--- src/rtl/if_fetch_ctrl.sv ---
// rtl/if_fetch_ctrl.sv - IF-stage sequencer: PC write/redirect control, flushes, perf counters, fault
module if_fetch_ctrl #(
  parameter int ADDR_W      = 32,
  parameter int BOOT_CYCLES = 4,
  parameter int COUNT_W     = 16
) (
  input  logic               clk_i,
  input  logic               rst_ni,
  input  logic               stall_req_i,
  input  logic               redirect_valid_i,
  input  logic [ADDR_W-1:0]  redirect_addr_i,
  input  logic               halt_req_i,
  input  logic               resume_i,
  output logic               pc_wr_en_o,
  output logic               jump_enable_o,
  output logic [ADDR_W-1:0]  jump_address_o,
  output logic               if_id_flush_o,
  output logic               id_ex_flush_o,
  output logic               fetch_valid_o,
  output logic               halted_o,
  output logic               fault_o,
  output logic [ADDR_W-1:0]  fault_addr_o,
  output logic [COUNT_W-1:0] fetch_cnt_o,
  output logic [COUNT_W-1:0] stall_cnt_o,
  output logic [COUNT_W-1:0] redirect_cnt_o
);

  localparam int BW = (BOOT_CYCLES > 1) ? $clog2(BOOT_CYCLES) : 1;

  typedef enum logic [1:0] {BOOT, RUN, HALT} state_e;

  state_e              state_q;
  logic [BW-1:0]       boot_cnt_q;
  logic                fault_q;
  logic [ADDR_W-1:0]   fault_addr_q;
  logic [COUNT_W-1:0]  fetch_cnt_q, stall_cnt_q, redirect_cnt_q;
  logic [COUNT_W-1:0]  fetch_cnt_d, stall_cnt_d, redirect_cnt_d;

  logic boot_done;
  logic ev_halt, ev_redir_ok, ev_redir_bad, ev_stall, ev_fetch;

  assign boot_done = (BOOT_CYCLES <= 1) || (boot_cnt_q == BW'(BOOT_CYCLES - 1));

  // RUN-state events, already resolved by priority halt > redirect > stall > normal.
  always_comb begin
    ev_halt      = 1'b0;
    ev_redir_ok  = 1'b0;
    ev_redir_bad = 1'b0;
    ev_stall     = 1'b0;
    ev_fetch     = 1'b0;
    if (state_q == RUN) begin
      if (halt_req_i)                           ev_halt      = 1'b1;
      else if (redirect_valid_i && redirect_addr_i[1:0] == 2'b00) ev_redir_ok = 1'b1;
      else if (redirect_valid_i)                ev_redir_bad = 1'b1;
      else if (stall_req_i)                     ev_stall     = 1'b1;
      else                                      ev_fetch     = 1'b1;
    end
  end

  always_comb begin
    pc_wr_en_o     = ev_fetch | ev_redir_ok;
    jump_enable_o  = ev_redir_ok;
    jump_address_o = ev_redir_ok ? redirect_addr_i : '0;
    if_id_flush_o  = ev_halt | ev_redir_ok | ev_redir_bad;
    id_ex_flush_o  = ev_redir_ok | ev_redir_bad;
    fetch_valid_o  = ev_fetch | ev_stall;
    halted_o       = (state_q == HALT);
  end

  always_comb begin
    fetch_cnt_d    = fetch_cnt_q;
    stall_cnt_d    = stall_cnt_q;
    redirect_cnt_d = redirect_cnt_q;
    if (ev_fetch && fetch_cnt_q != '1)          fetch_cnt_d    = fetch_cnt_q + 1'b1;
    if (ev_stall && stall_cnt_q != '1)          stall_cnt_d    = stall_cnt_q + 1'b1;
    if (ev_redir_ok && redirect_cnt_q != '1)    redirect_cnt_d = redirect_cnt_q + 1'b1;
  end

  always_ff @(posedge clk_i or negedge rst_ni) begin
    if (!rst_ni) begin
      state_q        <= BOOT;
      boot_cnt_q     <= '0;
      fault_q        <= 1'b0;
      fault_addr_q   <= '0;
      fetch_cnt_q    <= '0;
      stall_cnt_q    <= '0;
      redirect_cnt_q <= '0;
    end else begin
      fetch_cnt_q    <= fetch_cnt_d;
      stall_cnt_q    <= stall_cnt_d;
      redirect_cnt_q <= redirect_cnt_d;
      case (state_q)
        BOOT: begin
          if (boot_done) state_q    <= RUN;
          else           boot_cnt_q <= boot_cnt_q + 1'b1;
        end
        RUN: begin
          if (ev_halt) state_q <= HALT;
          if (ev_redir_bad) begin
            state_q <= HALT;
            fault_q <= 1'b1;
            if (!fault_q) fault_addr_q <= redirect_addr_i;
          end
        end
        HALT: begin
          // A fault pins the core in HALT until reset.
          if (resume_i && !halt_req_i && !fault_q) state_q <= RUN;
        end
        default: state_q <= BOOT;
      endcase
    end
  end

  assign fault_o        = fault_q;
  assign fault_addr_o   = fault_addr_q;
  assign fetch_cnt_o    = fetch_cnt_q;
  assign stall_cnt_o    = stall_cnt_q;
  assign redirect_cnt_o = redirect_cnt_q;

endmodule

--- config.mk ---
export PLATFORM = sky130hd
export DESIGN_NAME = if_fetch_ctrl
export DESIGN_NICKNAME = d
export VERILOG_FILES = /design/src/rtl/if_fetch_ctrl.sv
export SDC_FILE = /design/constraint.sdc
export NUM_CORES = 1
export LEC_CHECK = 0
export CELL_PAD_IN_SITES_DETAIL_PLACEMENT = 0
export CELL_PAD_IN_SITES_GLOBAL_PLACEMENT = 1
export CORE_ASPECT_RATIO = 1.2
export CORE_MARGIN = 5
export CORE_UTILIZATION = 33
export DETAILED_ROUTE_END_ITERATION = 16
export PLACE_DENSITY_LB_ADDON = 0.1
export SKIP_LAST_GASP = 1
export SYNTH_ARGS = -nofsm -noshare
export SYNTH_HDL_FRONTEND = slang
export SYNTH_SLANG_ARGS = --single-unit
--- constraint.sdc ---
create_clock -name clk_i -period 2.53 [get_ports clk_i]
set_input_delay 0.506 -clock clk_i [delete_from_list [all_inputs] [get_ports clk_i]]
set_output_delay 0.506 -clock clk_i [all_outputs]
set_load 0.03 [all_outputs]
# [After elaboration in Yosys (flattened, before gate mapping)]
# Cells that the tools add are included.
[word_totals] ff_bits=85 output_inout_bits=119
[classes] n_addsub=4 eq_ne=9 muxes=25 bitwise_logic=7 n_reduce_logical=14
[ops] op="adder 16 x 1 -> 16 bit (second input constant)" n=3
[ops] op="!= test 16 bit (second input constant)" n=3
[ops] op="2-to-1 mux 32 bit" n=1
[ops] op="2-to-1 mux 1 bit" n=19
[ops] op="2-to-1 mux 2 bit" n=4
[ops] op="logical AND 1 bit" n=6
[ops] op="case mux 2 bit (3 select lines)" n=1
[ops] op="AND reduction 3 bit" n=2
[ops] op="bitwise OR 1 bit" n=5
[ops] op="equality test 2 bit (second input constant)" n=2
[ops] op="logical NOT 2 bit" n=2
[ops] op="AND reduction 2 bit" n=2
[ops] op="!= test 3 bit (second input constant)" n=1
[ops] op="adder 2 x 1 -> 2 bit (second input constant)" n=1
[ops] op="equality test 2 x 1 -> 1 bit (second input constant)" n=1
[ops] op="logical NOT 1 bit" n=2
[ops] op="!= test 2 x 1 -> 1 bit (second input constant)" n=1
[ops] op="!= test 2 bit (second input constant)" n=1
[ops] op="NOT 1 bit" n=2

# [Longest topological paths before layout]
# Gate-level depths: netlist of run 1.
[depth] ltp_word=7 depth_mapped=7

# [Least setup slack after synthesis of run 1]
# OpenSTA, ideal clock, no wires.
[synth_path] path_kind="input to register" start="in redirect_valid_i" end="reg fetch_cnt_q[1] (netlist: fetch_cnt_o[1])" setup_ps=125 arrival_time_ps=2182 t_required_ps=2405 path_slack_ps=224 stages=6 n_path_buf=1 path_cell_list="or4b_4 inv_1 nand2_1 o21ba_2 clkbuf_1 mux2_2"
[synth_between] elab_chain_cells=5 elab_cells_between_ends=6 cone_classes="mux (4); reduce/logical (2)"
[synth_rtl] item="start: declaration" line_no="10" text="input logic redirect_valid_i,"
[synth_rtl] item="2-to-1 mux 1 bit or logical AND 1 bit (tied branches)" line_no="54, 53"
[synth_rtl] item="2-to-1 mux 1 bit *" line_no="53" text="else if (redirect_valid_i && redirect_addr_i[1:0] == 2'b00) ev_redir_ok = 1'b1;"
[synth_rtl] item="2-to-1 mux 1 bit *" line_no="52" text="if (halt_req_i) ev_halt = 1'b1;"
[synth_rtl] item="2-to-1 mux 1 bit *" line_no="51" text="if (state_q == RUN) begin"
[synth_rtl] item="logical AND 1 bit *" line_no="74" text="if (ev_fetch && fetch_cnt_q != '1) fetch_cnt_d = fetch_cnt_q + 1'b1;"
[synth_rtl] item="end signal: assignment" line_no="89" text="fetch_cnt_q <= fetch_cnt_d;"
[synth_rtl] item="end: declaration" line_no="36" text="logic [COUNT_W-1:0] fetch_cnt_q, stall_cnt_q, redirect_cnt_q;"
# Mark *: on every way between the ends. The rest lies on a longest branch, timed or not.
# A chain may end at the register's enable or synchronous reset.

# [Worst setup path in the final report of run 1]
[layout_path] start="in redirect_addr_i[0]" end="out jump_address_o[16]"
[layout_between] elab_chain_cells=6
[layout_rtl] item="start: declaration" line_no="11" text="input logic [ADDR_W-1:0] redirect_addr_i,"
[layout_rtl] item="logical NOT 2 bit" line_no="53"
[layout_rtl] item="logical AND 1 bit" line_no="53"
[layout_rtl] item="2-to-1 mux 1 bit" line_no="53"
[layout_rtl] item="2-to-1 mux 1 bit" line_no="52"
[layout_rtl] item="2-to-1 mux 1 bit" line_no="51"
[layout_rtl] item="2-to-1 mux 32 bit" line_no="63" text="jump_address_o = ev_redir_ok ? redirect_addr_i : '0;"
[layout_rtl] item="end: declaration" line_no="16" text="output logic [ADDR_W-1:0] jump_address_o,"
# Every way passes these cells.

==> impl_metrics.csv, run 1 <==
group,metric,value,unit
run_status,status,"completed",
die,die_h,130,um
global_routing,grt_antenna_before_repair,0,
routing,wl_per_cell,14.8,um
sta,setup_viol,0,
critical_path,start_kind,"input port",
die,dieArea,0.0142,mm2
critical_path,setup.worst_path.class,"in -> out",
die,initial_core_util,33.8,%
critical_path,reg2reg_depth,5,
layout,fill_cells,1063,
critical_path,worstSetupEndpoint,"jump_address_o[16]",
layout,antenna_cells,0,
logic_synthesis,synth_top_area_share,54.1,%
sta,rsz0062_at_grt,"no",
sta,fin_crit_sh,90.8,%
power_and_ir_drop,ir_drop,0.464,mV
routing,ant_nets,0,
routing,vias_per_cell,4.64,
power_and_ir_drop,power_density,849,mW/mm2
clocking,cts_tree,"yes",
layout,area_growth_syn_to_layout,54.2,%
global_routing,grt_use_total,14.8,%
placement,port_buffers,154,
layout,fin_util,52.2,%
layout,drive_gt1_share,23.0,%
sta,setup_tns,0,ps
global_routing,grt_pass1_wl,16.5,mm
clocking,ctsLongestPathBuffers,2,
logic_synthesis,syn_inst,345,
die,die_width,110,um
placement,hpwl,7.92,mm
sta,maxSlewViolCount,0,
clocking,clock_latency,330,ps
job,drv_cap,0,
layout,seqCellArea,0.00213,mm2
critical_path,end_kind,"output port",
worst_hold_path,min_path_type,"in -> async",
die,pin_count,157,
critical_path,rrSetupSlack,400,ps
critical_path,worstPathMaxFanout,30,
sta,final.min_clock_period,2300,ps
clocking,clk_pin_slew,60,ps
critical_path,arrival,1790,ps
routing,drt-total-wl,10.1,mm
die,coreArea,0.0116,mm2
routing,via_count,3167,
routing,drtIter0Drc,56,
global_routing,grt-ovfl-total,0,
global_routing,first_global_vias,3232,
logic_synthesis,yosysWarnings,0,
logic_synthesis,synth_area_per_cell,11.4,um2
critical_path,r2r-start,"state_q[1]$_DFFE_PN0P_",
power_and_ir_drop,p_leak,2.84,nW
critical_path,cp-startpoint,"redirect_addr_i[0]",
die,row_count,43,
sta,clock_skew,5.85,ps
power_and_ir_drop,finalPower,0.00514,W
layout,multi_input_area,0.00173,mm2
layout,final_common_cell,"clkdlybuf4s50_1",
clocking,numCtsBuffers,9,
routing,dr.pass1.iters,4,
logic_synthesis,synth_seq_cells,85,
routing,drc,0,
global_routing,grt_max_degree,41,
clocking,cts_hold_buf,0,
logic_synthesis,synth_cell_types,36,
logic_synthesis,ys_seq_area_share,54.1,%
clocking,cts_setup_buffers,0,
layout,nNetsFinal,562,
logic_synthesis,post-synth-top-area-cell,"dfrtp_1",
sta,hold_viol,0,
critical_path,r2r_end,"stall_cnt_o[12]$_DFFE_PN0P_",
clocking,cts_root_buf,"clkbuf_16",
layout,final_cell_mix,"clkdlybuf4s50_1, dfrtp_1, buf_4",
clocking,cts_num_sinks,85,
sta,timing.fmax,435,MHz
logic_synthesis,synth_area_leaders,"dfrtp_1, mux2_2, xnor2_1, and3_1, xor2_1",
critical_path,required,2020,ps
logic_synthesis,synthesis.area,0.00393,mm2
clocking,cts_htree_levels,3,
placement,gp_congestion,0.748,
final cells by class:
cell class              count  share of cell area [%]
flip-flops and latches     85                    35.1
multi-input cells         238                    28.5
repair buffers            175                    27.1
clock buffers              12                    4.23
well taps                 157                    3.24
clock inverters             4                    1.16
inverters                  11                   0.681
stage by stage:
step                      cells  area, um2  setup slack, ps  hold slack (ps)
final                       682       6060              233             53.4
after global routing        682       6060              101             63.4
after CTS                   682       6040            -24.5             56.7
after detailed placement    666       5700             -182              416
after global placement      666       5700             -160              416
after floorplan             346       3940              224              210
per-layer routing:
layer | vias to the layer above | wire length [um] | global-route usage [%]
li1 | 1554 | - | -
met1 | 1524 | 4120 | 17.9
met2 | 81 | 5170 | 24.9
met3 | 8 | 697 | 5.13
met4 | 0 | 115 | 4.18
met5 | - | 0 | 0
kinds of logic (layout without fill, tap and decap cells):
logic type / count (synthesis) / count (layout) / synth area share (%)
muxes: 36 / 36 / 10.3
DFF: 85 / 85 / 54.1
adders and majority gates: 4 / 4 / 1.27
other: 1 / 2 / 0.0954
xor gates and xnor gates: 43 / 43 / 9.58
and+or+nand+nor: 137 / 137 / 19.3
AOI/OAI and AO/OA: 16 / 16 / 2.93
buffers and inverters: 23 / 202 / 2.39
synth_stat cells, drive strengths merged:
cell and number:
nand4 11, or3 1, o21ai 3, a211o 2
or4 2, and2b 1, nor2 22, xor2 14
and4 5, buf 2, nand3 20, a41oi 1
o211a 1, clkbuf 10, nand2 24, or4b 1
o21a 1, conb 1, xnor2 29, o211ai 2
a31oi 5, nor4 3, nor3 5, mux2 36
dfrtp 85, and2 1, ha 4, and3 34
inv 11, o21ba 1, and4bb 1, nand2b 3
nor2b 3
what timing repair did:
action	in CTS	in global routing
resized for setup	4	7
pin swaps	0	1
setup endpoints to repair	14	32
power breakdown:
group / switching (W) / internal [W] / leakage (nW) / total [W]
clock: 0.000523 / 0.000916 / 0.163 / 0.00144
combinational: 0.000991 / 0.000843 / 1.56 / 0.00183
sequential: 0.000206 / 0.00166 / 1.12 / 0.00187
total: 0.00172 / 0.00342 / 2.84 / 0.00514
flip-flops by register name (all words and copies together) (netlist names):
signal,flops
redirect_cnt_o,16
boot_cnt_q,2
fault_addr_o,32
fetch_cnt_o,16
stall_cnt_o,16
fault_o,1
state_q,2
critical path: stages:
cell             delay, ps
clkdlybuf4s50_1        440
nor2_1                 180
buf_4                  290
and3_1                 200
buf_4                  160
worst min path at each step:
stage / startpoint / end / cells after the start
floorplan: rst_ni / boot_cnt_q[0]$_DFFE_PN0P_ / 0
global placement: rst_ni / fetch_cnt_o[14]$_DFFE_PN0P_ / 1
detailed placement: rst_ni / fetch_cnt_o[13]$_DFFE_PN0P_ / 1
CTS: rst_ni / fetch_cnt_o[13]$_DFFE_PN0P_ / 1
global route: rst_ni / fetch_cnt_o[14]$_DFFE_PN0P_ / 1
finish: rst_ni / fetch_cnt_o[14]$_DFFE_PN0P_ / 1
(Power assumes the default switching activity.)
==> inputs of run 2 (changes only) <==
Settings changed: SKIP_LAST_GASP 1 to unset, TNS_END_PERCENT set to 1.
==> impl_metrics.csv, run 2 (same netlist as run 1, synthesis figures left out) <==
group,metric,value,unit
routing,dr.pass1.iters,4,
die,coreArea,0.0116,mm2
placement,port_buffers,154,
sta,fin_crit_sh,92.9,%
routing,drtIter0Drc,54,
critical_path,arrival,1840,ps
layout,drive_gt1_share,23.5,%
layout,final_common_cell,"clkdlybuf4s50_1",
power_and_ir_drop,ir_drop,0.465,mV
power_and_ir_drop,power_density,841,mW/mm2
clocking,ctsLongestPathBuffers,2,
layout,final_cell_mix,"clkdlybuf4s50_1, dfrtp_1, buf_4",
critical_path,path_cells,"buf_4 > and4bb_4 > clkbuf_16 > and3_1 > buf_4",
sta,rsz0062_at_grt,"no",
critical_path,required,2020,ps
die,dieArea,0.0142,mm2
clocking,cts_setup_buffers,0,
placement,placed_cells,666,
critical_path,worstPathMaxFanout,8,
sta,clock_skew,5.84,ps
routing,ant_nets,0,
worst_hold_path,min_path_type,"in -> async",
global_routing,grt_max_degree,41,
sta,timing.fmax,426,MHz
run_status,status,"completed",
die,initial_core_util,33.8,%
critical_path,r2r-start,"state_q[1]$_DFFE_PN0P_",
global_routing,grtUsageMet3,5.13,%
global_routing,grt_pass1_wl,16.5,mm
routing,via_count,3204,
die,row_count,43,
clocking,cts_root_buf,"clkbuf_16",
routing,drc,0,
routing,drt-total-wl,10.3,mm
clocking,cts_hold_buf,0,
layout,instances_no_fill,685,
clocking,cts_tree,"yes",
global_routing,grt_use_met1,17.9,%
global_routing,grt_use_total,14.8,%
critical_path,cp.depth,5,
critical_path,reg2reg_depth,5,
job,drv_cap,0,
critical_path,rrSetupSlack,400,ps
clocking,numCtsBuffers,9,
critical_path,critical-path-top-delay-family,"simple AND/OR/NAND/NOR gates",
critical_path,critPathMaxStageDelay,480,ps
clocking,cts_num_sinks,85,
global_routing,grt_antenna_before_repair,0,
layout,fin_util,53.0,%
layout,nNetsFinal,565,
critical_path,start_kind,"flop",
placement,gp_congestion,0.748,
global_routing,grt-ovfl-total,0,
power_and_ir_drop,p_leak,2.86,nW
clocking,clock_latency,330,ps
layout,antenna_cells,0,
sta,hold_viol,0,
layout,largest_reg_flops,32,
placement,hpwl,7.92,mm
critical_path,r2r_end,"stall_cnt_o[12]$_DFFE_PN0P_",
critical_path,cp_slowest_cell,"and4bb_4",
sta,setup_viol,0,
global_routing,grtUsageMet2,24.9,%
clocking,clk_pin_slew,60,ps
critical_path,timing.critical_path.mode_cell,"buf_4",
die,pin_count,157,
critical_path,end_kind,"output port",
routing,vias_per_cell,4.68,
critical_path,crit_buf_inv,3,
die,die_width,110,um
global_routing,top_usage_layer,"met2",
sta,maxSlewViolCount,0,
layout,area_growth_syn_to_layout,56.6,%
global_routing,first_global_vias,3232,
sta,final.min_clock_period,2350,ps
clocking,cts_htree_levels,3,
die,die_h,130,um
critical_path,setup.worst_path.class,"reg -> out",
routing,wl_per_cell,15.1,um
-- run 2: metal layers --
metal | wire length [um] | vias up | part of all wire, %
met5 | 0 | - | 0
met2 | 5330 | 81 | 52
met4 | 116 | 0 | 1.1
met3 | 698 | 8 | 6.8
li1 | - | 1560 | -
met1 | 4180 | 1555 | 41
-- run 2: worst max-delay path by stage --
stage	from	endpoint	slack (ps)
after floorplan	redirect_valid_i	fetch_cnt_o[1]$_DFFE_PN0P_	220
after global placement	redirect_valid_i	stall_cnt_o[12]$_DFFE_PN0P_	-160
after detailed placement	redirect_valid_i	stall_cnt_o[12]$_DFFE_PN0P_	-180
after CTS	halt_req_i	pc_wr_en_o	-5
after global routing	redirect_addr_i[0]	jump_address_o[11]	100
final	state_q[1]$_DFFE_PN0P_	jump_address_o[4]	180
-- run 2: through the flow --
step                setup WS [ps]  cell area [um2]  total power (W)  hold WS (ps)  setup TNS, ps
finish                        180             6150          0.00517          52.9              0
global route                  102             6150          0.00543          63.4              0
CTS                         -4.82             6040          0.00522          56.7          -4.82
detailed placement           -182             5700          0.00375           416          -1660
global placement             -160             5700          0.00372           416          -1200
floorplan                     224             3940          0.00287           210              0
-- run 2: area by class of cell --
class	instances	area, um2
Multi-Input combinational cell	238	1730
Tap cell	157	196
Sequential cell	85	2130
Timing Repair Buffer	178	1740
Fill cell	1058	5470
Clock inverter	4	70.1
Inverter	11	41.3
Clock buffer	12	256
-- run 2: where the power goes --
| group | internal (W) | switching (W) |
|---|---|---|
| combinational | 0.000862 | 0.000999 |
| sequential | 0.00166 | 0.000207 |
| clock | 0.000916 | 0.000525 |
| total | 0.00344 | 0.00173 |
-- run 2: repair_timing --
item,4_1_cts,5_1_grt
pin swaps,0,1
cloned,0,3
resized for setup,6,11
endpoints found under the setup margin,14,31
==> inputs of run 3 (changes only) <==
Settings changed: CORE_UTILIZATION 33 to 34, CTS_BUF_LIST set to sky130_fd_sc_hd__clkbuf_8, MAX_ROUTING_LAYER set to met4.
==> impl_metrics.csv, run 3 (same netlist as run 1, synthesis figures left out) <==
group,metric,value,unit
clocking,clk_pin_slew,90,ps
critical_path,worstPathMaxFanout,15,
clocking,cts_hold_buf,0,
routing,vias_per_cell,4.73,
critical_path,r2r-start,"state_q[0]$_DFFE_PN0P_",
sta,relSlewSlack,61.1,%
routing,drc,0,
sta,hold_viol,0,
layout,fin_util,52.0,%
critical_path,path_cells,"clkdlybuf4s50_1 > buf_4 > and4bb_4 > clkbuf_16 > and3_1 > buf_4",
layout,drive_gt1_share,23.0,%
clocking,cts_root_buf,"clkbuf_8",
sta,rsz0062_at_grt,"no",
critical_path,cp.depth,6,
sta,final.min_clock_period,2480,ps
critical_path,worstSetupEndpoint,"jump_address_o[14]",
layout,fill_cells,1085,
worst_hold_path,min_path_type,"in -> async",
routing,dr.pass1.iters,4,
layout,final_cell_mix,"clkdlybuf4s50_1, dfrtp_1, buf_4",
global_routing,grt_pass1_wl,16.0,mm
die,coreArea,0.0115,mm2
critical_path,critPathMaxStageDelay,430,ps
global_routing,grt_use_total,15.1,%
power_and_ir_drop,power_density,790,mW/mm2
global_routing,grt_antenna_before_repair,0,
sta,clock_skew,9.50,ps
die,initial_core_util,34.3,%
critical_path,reg2reg_depth,5,
global_routing,grt_max_degree,44,
placement,placed_cells,665,
critical_path,start_kind,"input port",
placement,port_buffers,154,
die,dieArea,0.0138,mm2
power_and_ir_drop,p_leak,2.78,nW
clocking,cts_htree_levels,3,
clocking,cts_tree,"yes",
critical_path,required,2020,ps
critical_path,rrSetupSlack,390,ps
clocking,numCtsBuffers,9,
sta,setup_viol,0,
sta,timing.fmax,403,MHz
layout,instances_no_fill,682,
sta,tightest_slew,583,ps
die,pin_count,157,
critical_path,cp_slowest_cell,"clkdlybuf4s50_1",
critical_path,r2r_end,"stall_cnt_o[12]$_DFFE_PN0P_",
critical_path,end_kind,"output port",
sta,fin_crit_sh,98.0,%
die,die_h,128,um
layout,fin_area,0.00596,mm2
layout,area_growth_syn_to_layout,51.7,%
global_routing,grt-ovfl-total,0,
die,row_count,43,
run_status,status,"completed",
clocking,clock_latency,350,ps
routing,ant_nets,0,
job,drv_cap,0,
layout,multi_input_area,0.00173,mm2
critical_path,arrival,1970,ps
placement,hpwl,7.63,mm
layout,final_common_cell,"clkdlybuf4s50_1",
die,die_width,108,um
layout,nNetsFinal,562,
critical_path,crit_buf_inv,4,
routing,drtIter0Drc,100,
sta,maxSlewViolCount,0,
critical_path,timing.critical_path.mode_cell,"buf_4",
layout,seqCellArea,0.00213,mm2
placement,gp_congestion,0.781,
power_and_ir_drop,ir_drop,0.398,mV
routing,via_count,3225,
critical_path,setup.worst_path.class,"in -> out",
critical_path,cp-startpoint,"halt_req_i",
placement,placed_area,0.00571,mm2
critical_path,critical-path-top-delay-family,"buffers and inverters",
clocking,cts_num_sinks,85,
layout,largest_reg_flops,32,
routing,wl_per_cell,15.0,um
clocking,ctsLongestPathBuffers,2,
global_routing,first_global_vias,3274,
routing,drt-total-wl,10.2,mm
layout,antenna_cells,0,
[run 3: stage by stage]
stage               hold slack (ps)  total power (W)  worst slack, ps  setup TNS, ps
floorplan                       210          0.00287              224              0
global placement                464          0.00371             -141          -1110
global route                    161          0.00497             16.2              0
CTS                             142          0.00478             10.4              0
detailed placement              468          0.00373             -159          -1280
finish                          129          0.00471             50.7              0
[run 3: final cells by class]
class | count | area share, %
well taps | 157 | 3.29
repair buffers | 175 | 27.8
flip-flops and latches | 85 | 35.7
inverters | 11 | 0.693
multi-input cells | 238 | 29.0
clock buffers | 12 | 2.77
clock inverters | 4 | 0.776
[run 3: worst min path at each step]
stage | startpoint | to | slack (ps)
6_report | rst_ni | fetch_cnt_o[7]$_DFFE_PN0P_ | 130
5_1_grt | rst_ni | fetch_cnt_o[7]$_DFFE_PN0P_ | 160
4_1_cts | rst_ni | fetch_cnt_o[7]$_DFFE_PN0P_ | 140
3_5_place_dp | boot_cnt_q[0]$_DFFE_PN0P_ | boot_cnt_q[0]$_DFFE_PN0P_ | 470
3_3_place_gp | boot_cnt_q[0]$_DFFE_PN0P_ | boot_cnt_q[0]$_DFFE_PN0P_ | 460
2_1_floorplan | rst_ni | boot_cnt_q[0]$_DFFE_PN0P_ | 210
[run 3: repair_timing]
item                       in CTS  in global routing
pin swaps                       0                  1
resized for setup               3                  4
buffers inserted                0                  0
setup endpoints to repair       1                  1
gates cloned                    0                  1
hold endpoints to repair        0                  0
[run 3: metal layers]
metal / track usage (%) / share of wire, %
met1: 17.9 / 43
met2: 23.4 / 48
met3: 5.54 / 7.3
met4: 5.79 / 2.1
met5: - / 0
[run 3: where the power goes]
part           switching (W)  internal (W)  total [W]
clock network       0.000480      0.000533    0.00101
registers           0.000203       0.00166    0.00186
logic               0.000988      0.000846    0.00183
total                0.00167       0.00304    0.00471
